## src/rtl/cpu_fetch_unit_pkg.sv

```systemverilog
// Shared definitions for the fetch unit and the execute-side controller:
// FSM state encoding, next-PC select codes and the halt opcode.
package cpu_fetch_unit_pkg;

  typedef enum logic [1:0] {
    ST_FETCH = 2'd0,
    ST_WAIT  = 2'd1,
    ST_ISSUE = 2'd2,
    ST_HALT  = 2'd3
  } fetch_state_e;

  // Next-PC select codes driven on SPC by the controller
  localparam logic [1:0] SPC_SEQ  = 2'd0;
  localparam logic [1:0] SPC_JMP  = 2'd1;
  localparam logic [1:0] SPC_RET  = 2'd2;
  localparam logic [1:0] SPC_LOOP = 2'd3;

  localparam logic [5:0] OP_HALT = 6'h3F;

endpackage

```

## src/rtl/cpu_ret_stack.sv

```systemverilog
// Circular return-address stack. A push when full overwrites the oldest
// entry; push and pop together replace the top in place. A pop on an empty
// stack is ignored here (the caller decides what address to use).
// DEPTH must be a power of two, at least 2, so the pointer wraps naturally.
module cpu_ret_stack #(
  parameter int DEPTH = 4,
  parameter int W     = 16
) (
  input  logic         clk,
  input  logic         rst,
  input  logic         push,
  input  logic         pop,
  input  logic [W-1:0] push_data,
  output logic [W-1:0] top,
  output logic         full,
  output logic         empty
);

  localparam int PW = $clog2(DEPTH);
  localparam logic [PW:0] FULL_CNT = (PW + 1)'(DEPTH);

  logic [W-1:0]  r_mem [DEPTH];
  logic [PW-1:0] r_sp;
  logic [PW:0]   r_count;
  logic [PW-1:0] w_sp_inc;
  logic          w_pop;

  assign w_sp_inc = r_sp + 1'b1;
  assign w_pop    = pop && !empty;
  assign top      = r_mem[r_sp];
  assign full     = (r_count == FULL_CNT);
  assign empty    = (r_count == '0);

  // Pointer, depth and storage update; r_sp always addresses the top entry
  always_ff @(posedge clk or posedge rst) begin
    if (rst) begin
      r_sp    <= '0;
      r_count <= '0;
      for (int i = 0; i < DEPTH; i++) r_mem[i] <= '0;
    end else if (push && w_pop) begin
      r_mem[r_sp] <= push_data;
    end else if (push) begin
      r_sp            <= w_sp_inc;
      r_mem[w_sp_inc] <= push_data;
      if (!full) r_count <= r_count + 1'b1;
    end else if (w_pop) begin
      r_sp    <= r_sp - 1'b1;
      r_count <= r_count - 1'b1;
    end
  end

endmodule

```

## src/rtl/cpu_fetch_unit.sv

```systemverilog
// Instruction fetch unit: reads instruction memory at PC, holds the word for
// the execute side until acknowledged, then steps PC by the controller's
// SPC select, with a small return stack for call/return.
//
// Handshakes: memory side is request/ready -- mem_rd and mem_addr are held
// until a cycle with mem_ready=1, when mem_data is captured. Execute side is
// valid/ack -- instr, Opcode and pc are stable while instr_valid=1 and the
// instruction transfers on the cycle where instr_valid and instr_ack are both
// high; SPC, target and push_ret are only looked at in that cycle.
module cpu_fetch_unit
  import cpu_fetch_unit_pkg::*;
#(
  parameter int            AW        = 16,
  parameter int            DW        = 32,
  parameter logic [AW-1:0] RESET_PC  = '0,
  parameter int            STK_DEPTH = 4
) (
  input  logic          clk,
  input  logic          rst,
  output logic [AW-1:0] mem_addr,
  output logic          mem_rd,
  input  logic          mem_ready,
  input  logic [DW-1:0] mem_data,
  output logic [5:0]    Opcode,
  output logic [DW-1:0] instr,
  output logic          instr_valid,
  input  logic          instr_ack,
  input  logic [1:0]    SPC,
  input  logic [AW-1:0] target,
  input  logic          push_ret,
  output logic [AW-1:0] pc,
  output logic          halted,
  output logic          stk_err,
  output fetch_state_e  dbg_state
);

  fetch_state_e  r_state, w_next_state;
  // Clear while in reset so the first read request waits for a clock edge
  logic          r_armed;
  logic [AW-1:0] r_pc;
  logic [DW-1:0] r_instr;
  logic          r_stk_err;

  logic [AW-1:0] w_pc_inc, w_next_pc, w_stk_top;
  logic          w_accept, w_ack, w_push, w_pop, w_stk_full, w_stk_empty;

  assign w_pc_inc = r_pc + 1'b1;
  assign w_accept = mem_rd && mem_ready;
  assign w_ack    = (r_state == ST_ISSUE) && instr_ack;
  assign w_push   = w_ack && push_ret;
  assign w_pop    = w_ack && (SPC == SPC_RET);

  assign mem_addr  = r_pc;
  assign pc        = r_pc;
  assign instr     = r_instr;
  assign Opcode    = r_instr[DW-1 -: 6];
  assign stk_err   = r_stk_err;
  assign dbg_state = r_state;

  cpu_ret_stack #(.DEPTH(STK_DEPTH), .W(AW)) u_ret_stack (
    .clk       (clk),
    .rst       (rst),
    .push      (w_push),
    .pop       (w_pop),
    .push_data (w_pc_inc),
    .top       (w_stk_top),
    .full      (w_stk_full),
    .empty     (w_stk_empty)
  );

  // State register
  always_ff @(posedge clk or posedge rst) begin
    if (rst) r_state <= ST_FETCH;
    else     r_state <= w_next_state;
  end

  // Next-state logic; a zero-wait reply in FETCH goes straight to ISSUE
  always_comb begin
    w_next_state = r_state;
    case (r_state)
      ST_FETCH: if (r_armed) w_next_state = mem_ready ? ST_ISSUE : ST_WAIT;
      ST_WAIT:  if (mem_ready) w_next_state = ST_ISSUE;
      ST_ISSUE: if (instr_ack) w_next_state = (Opcode == OP_HALT) ? ST_HALT : ST_FETCH;
      default:  w_next_state = ST_HALT;
    endcase
  end

  // Outputs decoded from state; read request and issue are mutually exclusive
  always_comb begin
    mem_rd      = 1'b0;
    instr_valid = 1'b0;
    halted      = 1'b0;
    case (r_state)
      ST_FETCH: mem_rd      = r_armed;
      ST_WAIT:  mem_rd      = 1'b1;
      ST_ISSUE: instr_valid = 1'b1;
      default:  halted      = 1'b1;
    endcase
  end

  // Next-PC select; an empty-stack return falls back to the reset address
  always_comb begin
    case (SPC)
      SPC_JMP: w_next_pc = target;
      SPC_RET: w_next_pc = w_stk_empty ? RESET_PC : w_stk_top;
      default: w_next_pc = w_pc_inc;
    endcase
  end

  // Datapath registers: arm flag, PC, captured instruction, sticky stack error
  always_ff @(posedge clk or posedge rst) begin
    if (rst) begin
      r_armed   <= 1'b0;
      r_pc      <= RESET_PC;
      r_instr   <= '0;
      r_stk_err <= 1'b0;
    end else begin
      r_armed <= 1'b1;
      if (w_accept) r_instr <= mem_data;
      if (w_ack)    r_pc    <= w_next_pc;
      if ((w_pop && w_stk_empty) || (w_push && !w_pop && w_stk_full))
        r_stk_err <= 1'b1;
    end
  end

endmodule

```

## config.mk

```make
export PLATFORM = sky130hd
export DESIGN_NAME = cpu_fetch_unit
export DESIGN_NICKNAME = d
export VERILOG_FILES = /design/src/rtl/cpu_fetch_unit_pkg.sv /design/src/rtl/cpu_ret_stack.sv /design/src/rtl/cpu_fetch_unit.sv
export SDC_FILE = /design/constraint.sdc
export NUM_CORES = 1
export LEC_CHECK = 0
export BUFFER_PORTS_ARGS = -buffer_cell sky130_fd_sc_hd__buf_2
export CORE_MARGIN = 2
export CORE_UTILIZATION = 55
export CTS_CLUSTER_SIZE = 8
export DETAILED_ROUTE_END_ITERATION = 6
export PLACE_DENSITY = 0.8
export SYNTH_ARGS = -nofsm -noshare
export SYNTH_HDL_FRONTEND = slang
export SYNTH_HIERARCHICAL = 1
export SYNTH_SLANG_ARGS = --single-unit
```

## constraint.sdc

```tcl
create_clock -name clk -period 3.7 [get_ports clk]
set_input_delay 1.11 -clock clk [delete_from_list [all_inputs] [get_ports clk]]
set_output_delay 1.11 -clock clk [all_outputs]
set_load 0.1 [all_outputs]
```

==> flow_summary.ini <==
[setup_path]
crit_family = simple AND/OR/NAND/NOR gates
max_stage_delay_ns = 0.57
startpoint = instr_ack
cp-end-kind = flop
critPathKind = in -> reg
path_cells = buf_2 > and3b_1 > and2_1 > ha_1 > nor2_2 > nor2_4 > mux2_2
rrSetupSlack_ns = 0.86
r2r-end = u_ret_stack/r_mem[12]$_DFFE_PP0P_
path_max_fanout = 16
crit_slowest_cell = nor2_4
critPathLaunchType = primary input
required_ns = 4.00
reg2reg_from = dbg_state[1]$_DFFE_PP0P_
cp_num_buf_inv = 1
critPathArrivalTime_ns = 3.42
rr_worst_depth = 6

[timing]
rsz0062_at_grt = no
finalHoldViolations = 0
setup_viol = 0
timing_worst_slew_pin_value_ns = 0.871
drv_slew = 0
finalCritPeriodShare_pct = 84.2
maxSlewHeadroom_pct = 41.9
skew_ns = 0.00717
max_freq_mhz = 321
min_period_ns = 3.12
tns_ns = 0

[synth]
synth_xor_area_share_pct = 2.29
synth_compound_area_share_pct = 8.91
syn-cell-area_um2 = 6490
synth_top_family_by_area = multiplexers
syn_nets = 605
yosysWarningCount = 6
async_flop_share_pct = 100
ys_types = 58
synth_flop_cell = dfrtp_1
yosys.area_share.adder_pct = 2.24
syn_avg_cell_area_um2 = 12.0
synthCells = 539
yosys.area_share.simple_pct = 8.19
synth.area.mux_share_pct = 23.4
synth_enable_flop_cells = 0
yosysSeqAreaShare_pct = 46.6
synth_seq_cells = 121

[finish]
drive_gt1_share_pct = 41.7
final_cell_mix = buf_2 (130), dfrtp_1 (121), nand2_1 (46), mux2_2 (46), inv_1 (41)
diodes = 0
nets = 710
syn_to_final_growth_pct = 18.2
layout_commonest_cell = buf_2

[floorplan]
rows = 39
ios = 131
die_y_um = 113
die_w_um = 113
initial_core_util_pct = 56.6
die_area_um2 = 12700
core_area_um2 = 11500

[global_route]
gr-total-overflow = 0
antenna_found_initial = 0
grt_start_max_net_pins = 36
grt_pass1_vias = 4706
grt_pass1_wl_mm = 25.1
grtUsageTotal_pct = 25.9

[detailed_routing]
drt_iter0_drc = 375
vias = 4703
detail_route.wl_per_cell_um = 19.8
viasPerCell = 5.88
drc = 0
firstDrtPassIters = 5
ant_nets = 0
totalWireLength_mm = 15.9

[cts]
cts.sinks = 121
clockBufferDepth = 2
clk_latency_ns = 0.42
cts_tree = done
post_cts_resize_count = 0
post-cts-setup-buffers = 0
cts_buffers = 17
path_clk_slew_ns = 0.06
cts_root_buf = clkbuf_16
holdBufCountCts = 0
h-tree-depth = 4

[hold_path]
hold-path-endpoint = stk_err$_DFFE_PP0P_
hp-class = reg -> reg
holdPathStages = 1
min_from = stk_err$_DFFE_PP0P_

[placed_design]
place_congestion = 0.828
dp_hpwl_mm = 10.9
io_buffer_count = 130

[outcome]
run_status = completed

[flow_run]
maxCapViolations = 0
## sequential cells by signal, indices dropped and copies added (netlist names)
register and flops:
u_ret_stack/r_mem 64, instr 32, mem_addr 16, u_ret_stack/r_count 3, dbg_state 2, u_ret_stack/r_sp 2
r_armed 1, stk_err 1
## worst register-to-register path, stage by stage, from the launching register on
cell and delay (ns):
dfrtp_1 0.49, and3b_1 0.28, and2_1 0.39, ha_1 0.43, nor2_2 0.14, nor2_4 0.57
mux2_2 0.42
## kinds of logic (layout without fill, tap and decap cells)
group / after synthesis / after routing
other: 1 / 1
buffers and inverters: 100 / 218
adders and majority gates: 11 / 11
AOI/OAI and AO/OA: 75 / 75
DFF: 121 / 121
xor gates and xnor gates: 17 / 17
and+or+nand+nor: 98 / 98
muxes: 116 / 116
## stage by stage
stage	hold WS (ns)	utilization [%]	std cells	setup WS (ns)	area, µm²
CTS	0.497	66.9	800	0.608	7670
global route	0.501	66.9	800	0.465	7670
detailed placement	0.484	61.6	768	0.192	7070
finish	0.491	66.9	800	0.584	7670
floorplan	0.475	-	539	0.0297	6490
global placement	0.481	61.6	768	0.275	7070
## Yosys cell counts, drive strengths merged, types with 2 or more instances
library cell    n  share of area, %
nor2           13               1.0
dfrtp         121                47
a221o           4              0.62
nor4            2              0.39
a22oi           2              0.66
clkbuf         12              0.69
a2bb2oi         4              0.64
nand4           7              0.91
mux2           66                13
o31ai           2              0.23
ha             10               1.9
nor3            2              0.15
nor2b           3              0.40
a21oi          13               1.1
inv            43               2.5
mux4           16               5.6
xor2            5              0.67
a31oi           7              0.67
buf            45               5.1
mux2i          34               5.2
xnor2          12               1.6
o22a            7              0.94
a21o            2              0.23
a221oi         15               2.0
and3            5              0.48
nand3           9              0.77
o21a            2              0.23
and4            3              0.42
o21ai          12              0.93
and2            3              0.29
nand2          46               2.7
## routing by layer
layer	up-vias	track usage [%]	share of wire (%)
met5	-	0	0
met4	0	8.29	1.5
met3	24	5.51	7.6
met2	216	44.5	50
met1	2357	32.9	41
li1	2106	-	-
## area by class of cell
| type | instances | area [µm²] |
|---|---|---|
| Inverter | 43 | 161 |
| Tap cell | 143 | 179 |
| Clock inverter | 14 | 163 |
| Fill cell | 817 | 3800 |
| Clock buffer | 18 | 439 |
| Timing Repair Buffer | 143 | 773 |
| Sequential cell | 121 | 3030 |
| Multi-Input combinational cell | 318 | 2930 |
## how the worst max path moves through the flow
stage | end | depth (start not counted)
floorplan | instr_valid | 3
global placement | u_ret_stack/r_mem[10]$_DFFE_PP0P_ | 7
detailed placement | u_ret_stack/r_mem[60]$_DFFE_PP0P_ | 7
CTS | u_ret_stack/r_mem[12]$_DFFE_PP0P_ | 7
global route | u_ret_stack/r_mem[12]$_DFFE_PP0P_ | 7
finish | u_ret_stack/r_mem[12]$_DFFE_PP0P_ | 7
Power is left out: the tool's default activity adds up to more than one toggle a clock period on the data nets, which glitch-free logic cannot reach.
